### src/rtl/alu_sys_pkg.sv
// Shared definitions for the ALU subsystem: command FSM states, frame headers
// and the ALU function codes understood by the parametrized ALU.
package alu_sys_pkg;

  typedef enum logic [2:0] {
    ST_IDLE     = 3'd0,
    ST_GET_A    = 3'd1,
    ST_GET_B    = 3'd2,
    ST_GET_FUN  = 3'd3,
    ST_ALU_FIRE = 3'd4,
    ST_ALU_WAIT = 3'd5,
    ST_TX_LO    = 3'd6,
    ST_TX_HI    = 3'd7
  } state_e;

  localparam logic [7:0] CMD_OP_HDR  = 8'hCC;
  localparam logic [7:0] CMD_NOP_HDR = 8'hDD;

  typedef enum logic [3:0] {
    FUN_ADD    = 4'd0,
    FUN_SUB    = 4'd1,
    FUN_MUL    = 4'd2,
    FUN_DIV    = 4'd3,
    FUN_AND    = 4'd4,
    FUN_OR     = 4'd5,
    FUN_NAND   = 4'd6,
    FUN_NOR    = 4'd7,
    FUN_XOR    = 4'd8,
    FUN_XNOR   = 4'd9,
    FUN_CMP_EQ = 4'd10,
    FUN_CMP_GT = 4'd11,
    FUN_CMP_LT = 4'd12,
    FUN_SHR    = 4'd13,
    FUN_SHL    = 4'd14
  } alu_fun_e;

endpackage

### src/rtl/alu_cmd_watchdog.sv
// Loadable up-counter that flags expiry once it reaches TIMEOUT-1.
module alu_cmd_watchdog #(
  parameter int unsigned TIMEOUT = 16
) (
  input  logic clk,
  input  logic rst_n,
  input  logic load,
  input  logic inc,
  output logic expired
);

  localparam int unsigned CW = (TIMEOUT > 2) ? $clog2(TIMEOUT) : 1;

  logic [CW-1:0] count_q;
  logic [CW-1:0] count_d;

  always_comb begin
    count_d = count_q;
    if (load) begin
      count_d = '0;
    end else if (inc) begin
      count_d = count_q + 1'b1;
    end
  end

  always_ff @(posedge clk or negedge rst_n) begin
    if (!rst_n) begin
      count_q <= '0;
    end else begin
      count_q <= count_d;
    end
  end

  assign expired = (count_q == CW'(TIMEOUT - 1));

endmodule

### src/rtl/alu_cmd_ctrl.sv
// Command front-end for the ALU: parses serial frames, fires the ALU, and
// returns the result low byte then high byte over a valid/ready handshake.
module alu_cmd_ctrl
  import alu_sys_pkg::*;
#(
  parameter int unsigned            DATA_WIDTH  = 8,
  parameter int unsigned            OUT_WIDTH   = 2 * DATA_WIDTH,
  parameter int unsigned            TIMEOUT     = 16,
  parameter logic [DATA_WIDTH-1:0]  CMD_ALU_OP  = CMD_OP_HDR,
  parameter logic [DATA_WIDTH-1:0]  CMD_ALU_NOP = CMD_NOP_HDR
) (
  input  logic                  REF_CLK,
  input  logic                  RST,
  input  logic [DATA_WIDTH-1:0] RX_P_DATA,
  input  logic                  RX_D_VLD,
  output logic [DATA_WIDTH-1:0] ALU_A,
  output logic [DATA_WIDTH-1:0] ALU_B,
  output logic [3:0]            ALU_FUN,
  output logic                  ALU_EN,
  input  logic [OUT_WIDTH-1:0]  ALU_OUT,
  input  logic                  ALU_OUT_VLD,
  output logic [DATA_WIDTH-1:0] TX_P_DATA,
  output logic                  TX_D_VLD,
  input  logic                  TX_READY,
  output logic                  BUSY,
  output logic                  CMD_ERR,
  output logic                  OVR_ERR,
  output logic                  TO_ERR
);

  state_e                state_q, state_d;
  logic [DATA_WIDTH-1:0] alu_a_q, alu_a_d;
  logic [DATA_WIDTH-1:0] alu_b_q, alu_b_d;
  logic [3:0]            alu_fun_q, alu_fun_d;
  logic                  alu_en_q, alu_en_d;
  logic [OUT_WIDTH-1:0]  result_q, result_d;
  logic [DATA_WIDTH-1:0] tx_data_q, tx_data_d;
  logic                  tx_vld_q, tx_vld_d;
  logic                  busy_q, busy_d;
  logic                  cmd_err_q, cmd_err_d;
  logic                  ovr_err_q, ovr_err_d;
  logic                  to_err_q, to_err_d;
  logic                  wd_load, wd_inc, wd_expired;

  alu_cmd_watchdog #(
    .TIMEOUT (TIMEOUT)
  ) u_watchdog (
    .clk     (REF_CLK),
    .rst_n   (RST),
    .load    (wd_load),
    .inc     (wd_inc),
    .expired (wd_expired)
  );

  // Outputs are computed from the next state so they line up with it once registered.
  always_comb begin
    state_d   = state_q;
    alu_a_d   = alu_a_q;
    alu_b_d   = alu_b_q;
    alu_fun_d = alu_fun_q;
    alu_en_d  = 1'b0;
    result_d  = result_q;
    tx_data_d = tx_data_q;
    tx_vld_d  = 1'b0;
    cmd_err_d = 1'b0;
    ovr_err_d = 1'b0;
    to_err_d  = 1'b0;
    wd_load   = 1'b0;
    wd_inc    = 1'b0;

    case (state_q)
      ST_IDLE: begin
        if (RX_D_VLD) begin
          if (RX_P_DATA == CMD_ALU_OP) begin
            state_d = ST_GET_A;
          end else if (RX_P_DATA == CMD_ALU_NOP) begin
            state_d = ST_GET_FUN;
          end else begin
            cmd_err_d = 1'b1;
          end
        end
      end
      ST_GET_A: begin
        if (RX_D_VLD) begin
          alu_a_d = RX_P_DATA;
          state_d = ST_GET_B;
        end
      end
      ST_GET_B: begin
        if (RX_D_VLD) begin
          alu_b_d = RX_P_DATA;
          state_d = ST_GET_FUN;
        end
      end
      ST_GET_FUN: begin
        if (RX_D_VLD) begin
          alu_fun_d = RX_P_DATA[3:0];
          alu_en_d  = 1'b1;
          state_d   = ST_ALU_FIRE;
        end
      end
      ST_ALU_FIRE: begin
        wd_load = 1'b1;
        state_d = ST_ALU_WAIT;
      end
      ST_ALU_WAIT: begin
        wd_inc = 1'b1;
        // A result arriving on the expiry cycle takes priority over the timeout.
        if (ALU_OUT_VLD) begin
          result_d  = ALU_OUT;
          tx_data_d = ALU_OUT[DATA_WIDTH-1:0];
          tx_vld_d  = 1'b1;
          state_d   = ST_TX_LO;
        end else if (wd_expired) begin
          to_err_d = 1'b1;
          state_d  = ST_IDLE;
        end
      end
      ST_TX_LO: begin
        tx_vld_d = 1'b1;
        if (TX_READY) begin
          tx_data_d = result_q[OUT_WIDTH-1:DATA_WIDTH];
          state_d   = ST_TX_HI;
        end else begin
          tx_data_d = result_q[DATA_WIDTH-1:0];
        end
      end
      ST_TX_HI: begin
        if (TX_READY) begin
          state_d = ST_IDLE;
        end else begin
          tx_vld_d = 1'b1;
        end
      end
      default: begin
        state_d = ST_IDLE;
      end
    endcase

    if (RX_D_VLD && (state_q inside {ST_ALU_FIRE, ST_ALU_WAIT, ST_TX_LO, ST_TX_HI})) begin
      ovr_err_d = 1'b1;
    end

    busy_d = (state_d != ST_IDLE);
  end

  always_ff @(posedge REF_CLK or negedge RST) begin
    if (!RST) begin
      state_q   <= ST_IDLE;
      alu_a_q   <= '0;
      alu_b_q   <= '0;
      alu_fun_q <= '0;
      alu_en_q  <= 1'b0;
      result_q  <= '0;
      tx_data_q <= '0;
      tx_vld_q  <= 1'b0;
      busy_q    <= 1'b0;
      cmd_err_q <= 1'b0;
      ovr_err_q <= 1'b0;
      to_err_q  <= 1'b0;
    end else begin
      state_q   <= state_d;
      alu_a_q   <= alu_a_d;
      alu_b_q   <= alu_b_d;
      alu_fun_q <= alu_fun_d;
      alu_en_q  <= alu_en_d;
      result_q  <= result_d;
      tx_data_q <= tx_data_d;
      tx_vld_q  <= tx_vld_d;
      busy_q    <= busy_d;
      cmd_err_q <= cmd_err_d;
      ovr_err_q <= ovr_err_d;
      to_err_q  <= to_err_d;
    end
  end

  assign ALU_A     = alu_a_q;
  assign ALU_B     = alu_b_q;
  assign ALU_FUN   = alu_fun_q;
  assign ALU_EN    = alu_en_q;
  assign TX_P_DATA = tx_data_q;
  assign TX_D_VLD  = tx_vld_q;
  assign BUSY      = busy_q;
  assign CMD_ERR   = cmd_err_q;
  assign OVR_ERR   = ovr_err_q;
  assign TO_ERR    = to_err_q;

endmodule
### config.mk
export PLATFORM = sky130hd
export DESIGN_NAME = alu_cmd_ctrl
export DESIGN_NICKNAME = d
export VERILOG_FILES = /design/src/rtl/alu_sys_pkg.sv /design/src/rtl/alu_cmd_watchdog.sv /design/src/rtl/alu_cmd_ctrl.sv
export SDC_FILE = /design/constraint.sdc
export NUM_CORES = 1
export LEC_CHECK = 0
export CAP_MARGIN = 20
export CORE_ASPECT_RATIO = 0.8
export CORE_MARGIN = 1.5
export CORE_UTILIZATION = 40
export DETAILED_ROUTE_END_ITERATION = 8
export PLACE_DENSITY = 0.66
export SLEW_MARGIN = 20
export SYNTH_ARGS = -nofsm -noshare
export SYNTH_HDL_FRONTEND = slang
export SYNTH_HIERARCHICAL = 1
export SYNTH_SLANG_ARGS = --single-unit
export TNS_END_PERCENT = 1
### constraint.sdc
create_clock -name REF_CLK -period 2.44 [get_ports REF_CLK]
set_input_delay 0.366 -clock REF_CLK [delete_from_list [all_inputs] [get_ports REF_CLK]]
set_output_delay 0.366 -clock REF_CLK [all_outputs]
set_load 0.005 [all_outputs]
Word-level counts from Yosys, hierarchy flattened
Cells that the tools add are included.
W data, S select, Z words.
{"block": "totals", "regBits": 57, "out_inout_bits": 34, "word_cells": 67}
{"block": "op_classes", "addsub": 1, "eq_ne": 11, "mux": 31, "n_reduce_logical": 11}
{"cell": "$mux W3", "count": 10}
{"cell": "$pmux W3 S8", "count": 1}
{"cell": "$eq A8 B8 Y1 const B", "count": 2}
{"cell": "$mux W8", "count": 2}
{"cell": "$pmux W8 S2", "count": 1}
{"cell": "$mux W1", "count": 14}
{"cell": "$eq A3 B3 Y1 const B", "count": 4}
{"cell": "$reduce_and A2 Y1", "count": 5}
{"cell": "$mux W4", "count": 2}
{"cell": "$eq A3 B2 Y1 const B", "count": 2}
{"cell": "$add A4 B1 Y4 const B", "count": 1}
{"cell": "$eq A4 B4 Y1 const B", "count": 1}
{"cell": "$reduce_bool A2 Y1", "count": 2}
{"cell": "$reduce_bool A4 Y1", "count": 1}
{"cell": "$eq A3 B1 Y1 const B", "count": 1}
{"cell": "$logic_not A3 Y1", "count": 1}
{"cell": "$pmux W1 S3", "count": 1}
{"cell": "$reduce_bool A3 Y1", "count": 1}
{"cell": "$ne A2 B2 Y1 const B", "count": 1}
{"cell": "$logic_and A1 B1 Y1", "count": 1}

Longest topological paths before layout
Gate-level depths: netlist of run 1.
{"block": "depth", "ltp_word": 6, "depth_mapped": 6}

Modules after synthesis
Netlist of run 1, hierarchy kept.
{"mod": "alu_cmd_ctrl", "n_inst": 1, "cells_each": 199, "area_per_inst_um2": 2298.5}
{"mod": "alu_cmd_watchdog", "n_inst": 1, "cells_each": 17, "area_per_inst_um2": 198.9}

Worst setup path before layout of run 1
No wires, ideal clock.
{"block": "synth_timing", "path_kind": "reg2reg", "start": "register state_q[2]", "end": "register u_watchdog.count_q[3]", "setup_time_ps": 125, "t_arrival_ps": 1356, "t_required_ps": 2315, "path_slack_ps": 959, "stages_incl_launch_ff": 5, "path_buffers": 1, "synth_period_minus_slack_ps": 1481, "cell_sequence": "dfrtp_1 > buf_2 > nor3b_1 > nor2_1 > mux2_4"}
{"block": "synth_via", "elab_chain_cells": 3, "word_cells_on_any_way": 6, "classes_between": "eq/ne: 2; mux: 3; reduce/logical: 1"}
{"element": "from (decl)", "line_no": "alu_cmd_ctrl.sv:31", "source": "state_e state_q, state_d;"}
{"element": "from (signal assigned)", "line_no": "alu_cmd_ctrl.sv:162", "source": "state_q <= state_d;"}
{"element": "$eq A3 B3 Y1 *", "line_no": "alu_cmd_ctrl.sv:71", "source": "case (state_q)"}
{"element": "$mux W1 *", "line_no": "alu_cmd_ctrl.sv:71"}
{"element": "via wd_load", "line_no": "alu_cmd_ctrl.sv:43", "source": "logic wd_load, wd_inc, wd_expired;"}
{"element": "$mux W4 / $reduce_bool A2 Y1 (equally long branches)"}
{"element": "to (signal assigned)", "line_no": "alu_cmd_watchdog.sv:30", "source": "count_q <= count_d;"}
{"element": "to (decl)", "line_no": "alu_cmd_watchdog.sv:14", "source": "logic [CW-1:0] count_q;"}
Mark *: on every way through the listed nets, which the timed path passes. The rest lies on a longest branch.
A chain may end at the register's enable or synchronous reset.

Worst setup path in the final report of run 1
{"block": "layout_timing", "start": "register state_q[2]", "end": "register alu_b_q[3], in the netlist ALU_B[3]"}
{"block": "layout_via", "elab_chain_cells": 2}
{"element": "$eq A3 B2 Y1", "line_no": "alu_cmd_ctrl.sv:71"}
{"element": "$reduce_and A2 Y1 (no line)"}
{"element": "to (signal assigned)", "line_no": "alu_cmd_ctrl.sv:164", "source": "alu_b_q <= alu_b_d;"}
{"element": "to (decl)", "line_no": "alu_cmd_ctrl.sv:33", "source": "logic [DATA_WIDTH-1:0] alu_b_q, alu_b_d;"}
Every way passes these cells.

==> flow_metrics.tcl, run 1 <==
set metrics [dict create \
    antenna_found_initial 0 \
    synth_seq_area_share_pct 57.11 \
    tightest_slew_ps 615.1 \
    initialDrtViolationCount 100 \
    track_usage_pct 16.98 \
    cts.htree.levels 3 \
    timing.final.hold_violations 0 \
    grt_remaining_overflow 0 \
    cp_cell_sequence "nand2b_4 > nor3b_4 > mux2_2" \
    critPathKind "reg -> reg" \
    critPathSlowestCell "dfrtp_1" \
    hold_path.class "in -> async" \
    ys_ff_latch 57 \
    p_leak_nw 1.566 \
    required_ps 2650 \
    viasPerCell 4.827 \
    grt_pass1_wl_um 8535 \
    dp_hpwl_um 3621 \
    drv_cap 0 \
    final_util_pct 57.40 \
    totalNegativeSetupSlack_ps 0 \
    final-setup-viol-count 0 \
    coreArea_um2 5974 \
    layout_min_cycle_time_ps 1810 \
    fmax_ghz 0.5526 \
    avgRoutedWirePerCell_um 13.89 \
    syn_nets 246 \
    die_w_um 91.34 \
    cts_sinks 57 \
    die_h_um 73.68 \
    cts_buffers 9 \
    clk_latency_ps 330 \
    grt_max_degree 32 \
    fin_crit_sh_pct 74.17 \
    synthDistinctLibCells 36 \
    multiInputGateArea_um2 1005 \
    netlist_area_um2 2497 \
    slew_viol_final 0 \
    p_per_area_nw_per_um2 1185 \
    r2r.worst_path.cells 3 \
    ant_nets 0 \
    dr_total_vias 1786 \
    clock_path_buffers 2 \
    nFillCells 529 \
    numPortBuffers 62 \
    critPathMaxFanout 15 \
    ctsResizeCount 0 \
    wirelength_um 5139 \
    initial_utilization_pct 41.80 \
    drc_errors 0 \
    cts_tree "yes" \
    end_kind "flip-flop" \
    placementRows 25 \
    clkTransAtPathRegs_ps 70 \
    area_growth_pct 37.32 \
    ios 63 \
    reg2reg_to "ALU_B[3]" \
    max_slew_margin_pct 58.99 \
    status "complete, no violations" \
    seqCellArea_um2 1426 \
    holdBufCountCts 0 \
    arrival_ps 2020 \
    gp_congestion 0.7344 \
    drive_above_1_share_pct 16.61 \
    max_stage_delay_ps 560 \
    r2r-start "state_q[2]" \
    clock-root-buffer "clkbuf_8" \
    nNetsFinal 314 \
    yosys_warnings 6 \
    first_global_vias 1757 \
    skew_ps 5.949 \
    synthCells 216 \
    antennaDiodeCount 0 \
    drt_first_pass_iters 5 \
    synth_area_per_cell_um2 11.56 \
    critPathLaunchType "flip-flop" \
    ir_worst_vdd_mv 0.5684 \
    regToRegSetupSlack_ps 630 \
    grt_setup_unrepaired "no" \
    post_cts_buffers 0 \
    post-route-cell-area_um2 3430 \
    dieArea_um2 6729 \
    dpl_cell_area_um2 3209 \
]
-- critical path: cells and delay by family (launching register included) --
family	cells	cell delay, ps
flip-flops	1	560
AND/OR/NAND/NOR	2	740
multiplexers	1	400
-- per-layer routing --
| metal | share of wire (%) | track usage [%] | wire [um] |
|---|---|---|---|
| met1 | 50 | 23.56 | 2554 |
| met2 | 40 | 23.13 | 2072 |
| met3 | 8.6 | 8.075 | 440 |
| met4 | 1.4 | 5.729 | 71 |
| met5 | 0 | 0 | 0 |
-- how the worst max path moves through the flow --
| stage | from | endpoint | depth (start not counted) | slack [ps] |
|---|---|---|---|---|
| 2_1_floorplan | state_q[2] | u_watchdog/count_q[3] | 4 | 960 |
| 3_3_place_gp | RX_D_VLD | ALU_B[7] | 4 | 360 |
| 3_5_place_dp | RX_D_VLD | ALU_A[1] | 4 | 350 |
| 4_1_cts | state_q[2] | ALU_B[3] | 3 | 620 |
| 5_1_grt | state_q[0] | ALU_A[7] | 3 | 510 |
| 6_report | state_q[2] | ALU_B[3] | 3 | 630 |
-- power by group --
part | internal (mW) | switching (mW)
Sequential | 1.35 | 0.296
Clock | 0.601 | 0.359
Combinational | 0.914 | 0.544
-- flip-flops by register name (all words and copies together) (netlist names), 3 cells and up --
name                cells
state_q                 3
u_watchdog/count_q      4
ALU_B                   8
ALU_A                   8
result_q               16
TX_P_DATA               8
ALU_FUN                 4
-- Yosys cell counts, drive strengths merged --
cell | instances | area [um^2]
dfrtp | 57 | 1426
o32ai | 2 | 17.52
nor4bb | 1 | 10.01
and2 | 4 | 25.02
inv | 3 | 11.26
nand4 | 1 | 6.260
a21oi | 1 | 5.000
a21bo | 1 | 10.01
and4 | 1 | 8.760
buf | 9 | 51.30
nand2 | 51 | 191.4
xnor2 | 2 | 17.52
o21ai | 3 | 15.01
nand2b | 1 | 13.76
a221oi | 1 | 15.01
nand3 | 3 | 27.53
o2111ai | 1 | 8.760
and3 | 4 | 25.02
ha | 1 | 12.51
a21o | 2 | 15.01
mux2 | 21 | 240.2
a21boi | 1 | 7.510
nor2b | 7 | 51.30
nor2 | 13 | 48.80
nand3b | 2 | 15.01
a22oi | 2 | 15.01
or3 | 1 | 6.260
a221o | 8 | 80.08
nor3b | 2 | 26.28
mux2i | 9 | 90.09
clkbuf | 1 | 3.750
-- layout by cell type (no fill, tap or decap), drive strengths merged, types with 3 or more instances in the layout --
master,n
mux2,21
inv,3
clkdlybuf4s50,61
nand3,3
and3,4
mux2i,9
clkinv,3
nor2,13
a221o,8
clkbuf,11
o21ai,3
nand2,51
dfrtp,57
nor2b,7
and2,4
buf,6
-- per-stage QoR --
stage	power (mW)	std cells	worst slack, ps	hold WS, ps
global placement	3.112	354	358.3	415.9
detailed placement	3.133	354	350.4	416.1
finish	4.065	370	630.3	51.04
CTS	4.118	370	616.8	61.31
global route	4.361	370	507.2	85.47
floorplan	2.408	216	959.1	70.41
-- layout make-up --
type,instances,area share (%)
tap,81,2.955
clock buffer,11,4.123
clock inverter,5,2.298
timing repair buffer,67,19.41
inverter,3,0.3283
multi-input combinational,146,29.30
sequential,57,41.59
-- cell families after synthesis --
logic type,Yosys count,share of synthesized area (%)
compound gates,22,7.565
xor+xnor,2,0.7015
fa+ha+maj,1,0.5009
buf+inv,13,2.655
flops,57,57.11
mux,30,13.23
simple gates,91,18.24
(Power assumes the default switching activity.)
==> run 2: changes to the inputs <==
Clock period 2.44 ns to 1.8 ns, I/O delays scaled along.
==> run 2 against run 1 <==
Via count up 4.5%. Sequential cell count unchanged. Combinational power up 47%. Register-to-register slack worse by 470 ps. Clock-buffer cell count unchanged. Clock skew up 3.3 ps. Cell area up 2.0%. Die area unchanged. Critical path type unchanged.
==> flow_metrics.tcl, run 2 (same netlist as run 1, synthesis figures left out) <==
set metrics [dict create \
    status "complete, no violations" \
    ctsResizeCount 0 \
    layout_common_cells "clkdlybuf4s50_1 (61), dfrtp_1 (57), nand2_1 (51)" \
    critPathSlowestCell "dfrtp_1" \
    antennaDiodeCount 0 \
    placementRows 25 \
    track_usage_pct 18.08 \
    grt_setup_unrepaired "no" \
    ios 63 \
    fmax_ghz 0.6091 \
    critPathKind "reg -> reg" \
    largest_reg_flops 16 \
    drv_cap 0 \
    layout_min_cycle_time_ps 1642 \
    max_stage_delay_ps 550 \
    first_global_vias 1890 \
    critPathLaunchType "flip-flop" \
    cts.htree.levels 3 \
    final-setup-viol-count 0 \
    timing.final.hold_violations 0 \
    crit_start "state_q[2]" \
    initialDrtViolationCount 100 \
    slew_viol_final 0 \
    hold_path.class "in -> async" \
    wirelength_um 5421 \
    final_common_cell "clkdlybuf4s50_1" \
    worst-path-buf-inv 1 \
    tightest_slew_ps 465.8 \
    dieArea_um2 6729 \
    p_leak_nw 1.594 \
    clkTransAtPathRegs_ps 70 \
    grt_pass1_wl_um 9211 \
    cts_sinks 57 \
    die_h_um 73.68 \
    dpl_cell_area_um2 3299 \
    drt_first_pass_iters 4 \
    cp_cell_sequence "nor2b_1 > and2_1 > buf_12 > mux2_2" \
    gp_congestion 0.7371 \
    dr_total_vias 1866 \
    r2r-start "state_q[2]" \
    crit_family "flip-flops" \
    max_slew_margin_pct 68.95 \
    cts_tree "yes" \
    grt_remaining_overflow 0 \
    viasPerCell 4.937 \
    clock-root-buffer "clkbuf_8" \
    fin_crit_sh_pct 91.21 \
    clock_path_buffers 2 \
    dp.cells 361 \
    required_ps 2010 \
    end_kind "flip-flop" \
    drive_above_1_share_pct 18.18 \
    post_cts_buffers 0 \
    fin_cells 378 \
    cts_buffers 9 \
    post-route-cell-area_um2 3497 \
    avgRoutedWirePerCell_um 14.34 \
    die_w_um 91.34 \
    largest-register "result_q" \
    antenna_found_initial 0 \
    p_per_area_nw_per_um2 1570 \
    skew_ps 9.210 \
    grt_max_degree 58 \
    arrival_ps 1850 \
    clk_latency_ps 330 \
    area_growth_pct 40.03 \
    coreArea_um2 5974 \
    ir_worst_vdd_mv 0.6912 \
    totalNegativeSetupSlack_ps 0 \
    dp_hpwl_um 3742 \
    initial_utilization_pct 41.80 \
    numPortBuffers 62 \
    nNetsFinal 322 \
    critPathMaxFanout 15 \
    holdBufCountCts 1 \
    ant_nets 0 \
    drc_errors 0 \
]
==> run 2: worst min-delay path: stages <==
cell and delay, ps:
dlygate4sd3_1 520, buf_2 130, buf_12 280
==> run 2: cell type report <==
cell class / instances / area (um^2)
fillers: 513 / 2477
clock buffers: 11 / 131.4
well taps: 81 / 101.3
repair buffers: 75 / 765.7
flip-flops and latches: 57 / 1426
inverters: 3 / 11.26
multi-input cells: 146 / 1005
clock inverters: 5 / 56.30
==> run 2: path summary, 6_finish.rpt <==
path | to | slack, ps | depth (start not counted)
hold / removal | TX_P_DATA[0] | 470 | 3
hold reg to reg | result_q[3] | 470 | 2
setup reg to reg | ALU_A[5] | 160 | 4
min in group REF_CLK | result_q[12] | 470 | 3
setup / recovery | ALU_A[5] | 160 | 4
max in group asynchronous | state_q[2] | 1070 | 3
==> run 2: power breakdown <==
group	leakage, nW	total (mW)	switching, mW	internal [mW]
clock network	0.0933	1.15	0.510	0.637
logic	0.789	2.14	0.811	1.33
registers	0.712	2.21	0.376	1.83
==> run 2: through the flow <==
| stage | power (mW) | utilization (%) | setup slack (ps) | hold slack, ps |
|---|---|---|---|---|
| final | 5.492 | 58.53 | 158.3 | 468.2 |
| after global routing | 5.874 | 58.53 | 76.37 | 454.8 |
| after CTS | 5.549 | 58.53 | 182.4 | 457.7 |
| after detailed placement | 4.370 | 55.23 | -124.7 | 310.3 |
| after global placement | 4.315 | 55.23 | -91.10 | 291.6 |
| after floorplan | 3.264 | - | 319.1 | -25.59 |
==> run 2: layer usage <==
metal,vias to the layer above,GRT usage (%),wire (um),part of all wire (%)
met5,-,0,0,0
met4,0,6.424,39,0.72
met3,7,8.178,387,7.1
met2,52,24.96,2288,42
met1,908,24.95,2706,50
li1,899,-,-,-
==> run 3: changes to the inputs <==
Settings changed: CORE_UTILIZATION 40 to 25, PLACE_DENSITY 0.66 to 0.45.
==> run 3 against run 2 <==
Routed wire length increased by 10%. Sequential cell count unchanged. Clock-buffer cell count increased by 3. Core utilization decreased by 20 points. Cell count rose by 16%. Setup slack better by 61 ps. Sequential power down 2%. Hold slack better by 3.7 ps. Clock skew decreased by 4.4 ps. Via count fell by 1.2%. Highest routed layer unchanged.
==> flow_metrics.tcl, run 3 (same netlist as run 1, synthesis figures left out) <==
set metrics [dict create \
    antenna_found_initial 0 \
    fin_crit_sh_pct 87.84 \
    nNetsFinal 328 \
    initialDrtViolationCount 99 \
    ir_worst_vdd_mv 0.6874 \
    met2_usage_pct 16.47 \
    hold_path.class "reg -> reg" \
    first_global_vias 1948 \
    final-setup-viol-count 0 \
    totalNegativeSetupSlack_ps 0 \
    tightest_slew_ps 378.4 \
    clock-root-buffer "clkbuf_16" \
    grt_max_degree 58 \
    gp_congestion 0.7069 \
    drc_errors 0 \
    antennaDiodeCount 0 \
    multiInputGateArea_um2 1005 \
    dr_total_vias 1843 \
    coreArea_um2 9689 \
    drive_above_1_share_pct 19.80 \
    avgRoutedWirePerCell_um 13.61 \
    status "complete, no violations" \
    r2r-start "u_watchdog/count_q[0]" \
    cts_sinks 57 \
    clk_latency_ps 320 \
    post-route-cell-area_um2 3732 \
    wirelength_um 5976 \
    max_slew_margin_pct 74.77 \
    critPathKind "in -> reg" \
    timing.final.hold_violations 0 \
    die_w_um 114.7 \
    drt_first_pass_iters 4 \
    fmax_ghz 0.6324 \
    skew_ps 4.773 \
    top_usage_layer "met1" \
    initial_utilization_pct 25.77 \
    cts_buffers 9 \
    placementRows 32 \
    dp.cells 422 \
    clkTransAtPathRegs_ps 50 \
    globalRouteMet1Util_pct 17.84 \
    arrival_ps 1780 \
    ctsResizeCount 0 \
    cts_tree "yes" \
    nFillCells 1000 \
    layout_min_cycle_time_ps 1581 \
    crit_start "RX_D_VLD" \
    ios 63 \
    clock_path_buffers 2 \
    fin_cells 439 \
    numPortBuffers 62 \
    whs_ps 472.0 \
    critPathLaunchType "primary input" \
    pre_cts_ws_ps -100.4 \
    final_util_pct 38.52 \
    die_h_um 92.40 \
    area_growth_pct 49.45 \
    seqCellArea_um2 1426 \
    ant_nets 0 \
    largest-register "result_q" \
    grt_setup_unrepaired "no" \
    holdCritStartpoint "result_q[5]" \
    use_met3_pct 5.236 \
    grt_pass1_wl_um 10050 \
    grt_remaining_overflow 0 \
    viasPerCell 4.198 \
    drv_cap 0 \
    holdBufCountCts 1 \
    end_kind "flip-flop" \
    track_usage_pct 12.46 \
    post_cts_buffers 0 \
    largest_reg_flops 16 \
    p_per_area_nw_per_um2 1636 \
    final_common_cell "clkdlybuf4s50_1" \
    critPathMaxFanout 8 \
    cts.htree.levels 3 \
    layout_common_cells "clkdlybuf4s50_1 (61), dfrtp_1 (57), nand2_1 (51)" \
    p_leak_nw 1.685 \
    slew_viol_final 0 \
    setup_slack_ps 218.8 \
    total_power_mw 6.106 \
    dieArea_um2 10600 \
    required_ps 2000 \
    dpl_cell_area_um2 3413 \
    dp_hpwl_um 4054 \
]
[run 3: changes by cell type in the layout (fill, tap and decap cells not counted)]
cell / delta
buf_4: +6
clkinv_4: -1
clkinvlp_4: -1
clkbuf_8: -6
clkinv_2: -1
clkbuf_16: +9
[run 3: worst paths after layout]
check | endpoint | slack [ps] | depth (start not counted)
max | ALU_A[0] | 220 | 5
max reg2reg | BUSY | 230 | 6
min in group asynchronous | TX_P_DATA[4] | 480 | 3
max in group asynchronous | state_q[1] | 1040 | 3
min reg2reg | result_q[5] | 470 | 2
min | result_q[5] | 470 | 2
[run 3: layout make-up]
| type | count | share of cell area, % |
|---|---|---|
| clock buffer | 14 | 7.342 |
| clock inverter | 2 | 0.9387 |
| inverter | 3 | 0.3017 |
| multi-input combinational | 146 | 26.92 |
| sequential | 57 | 38.22 |
| tap | 136 | 4.559 |
| timing repair buffer | 81 | 21.72 |
[run 3: worst max-delay path, stage by stage]
cell and delay (ps):
clkdlybuf4s50_1 590, nor2b_1 250, and2_1 210, buf_12 140, mux2_2 320
[run 3: power breakdown]
part | total (mW) | switching, mW | internal (mW)
Combinational | 2.20 | 0.848 | 1.35
Clock | 1.74 | 0.557 | 1.18
Sequential | 2.17 | 0.335 | 1.84
[run 3: per-layer routing]
layer	up-vias	wire, um
li1	909	-
met1	876	3145
met2	51	2340
met3	7	408
met4	0	81
met5	-	0
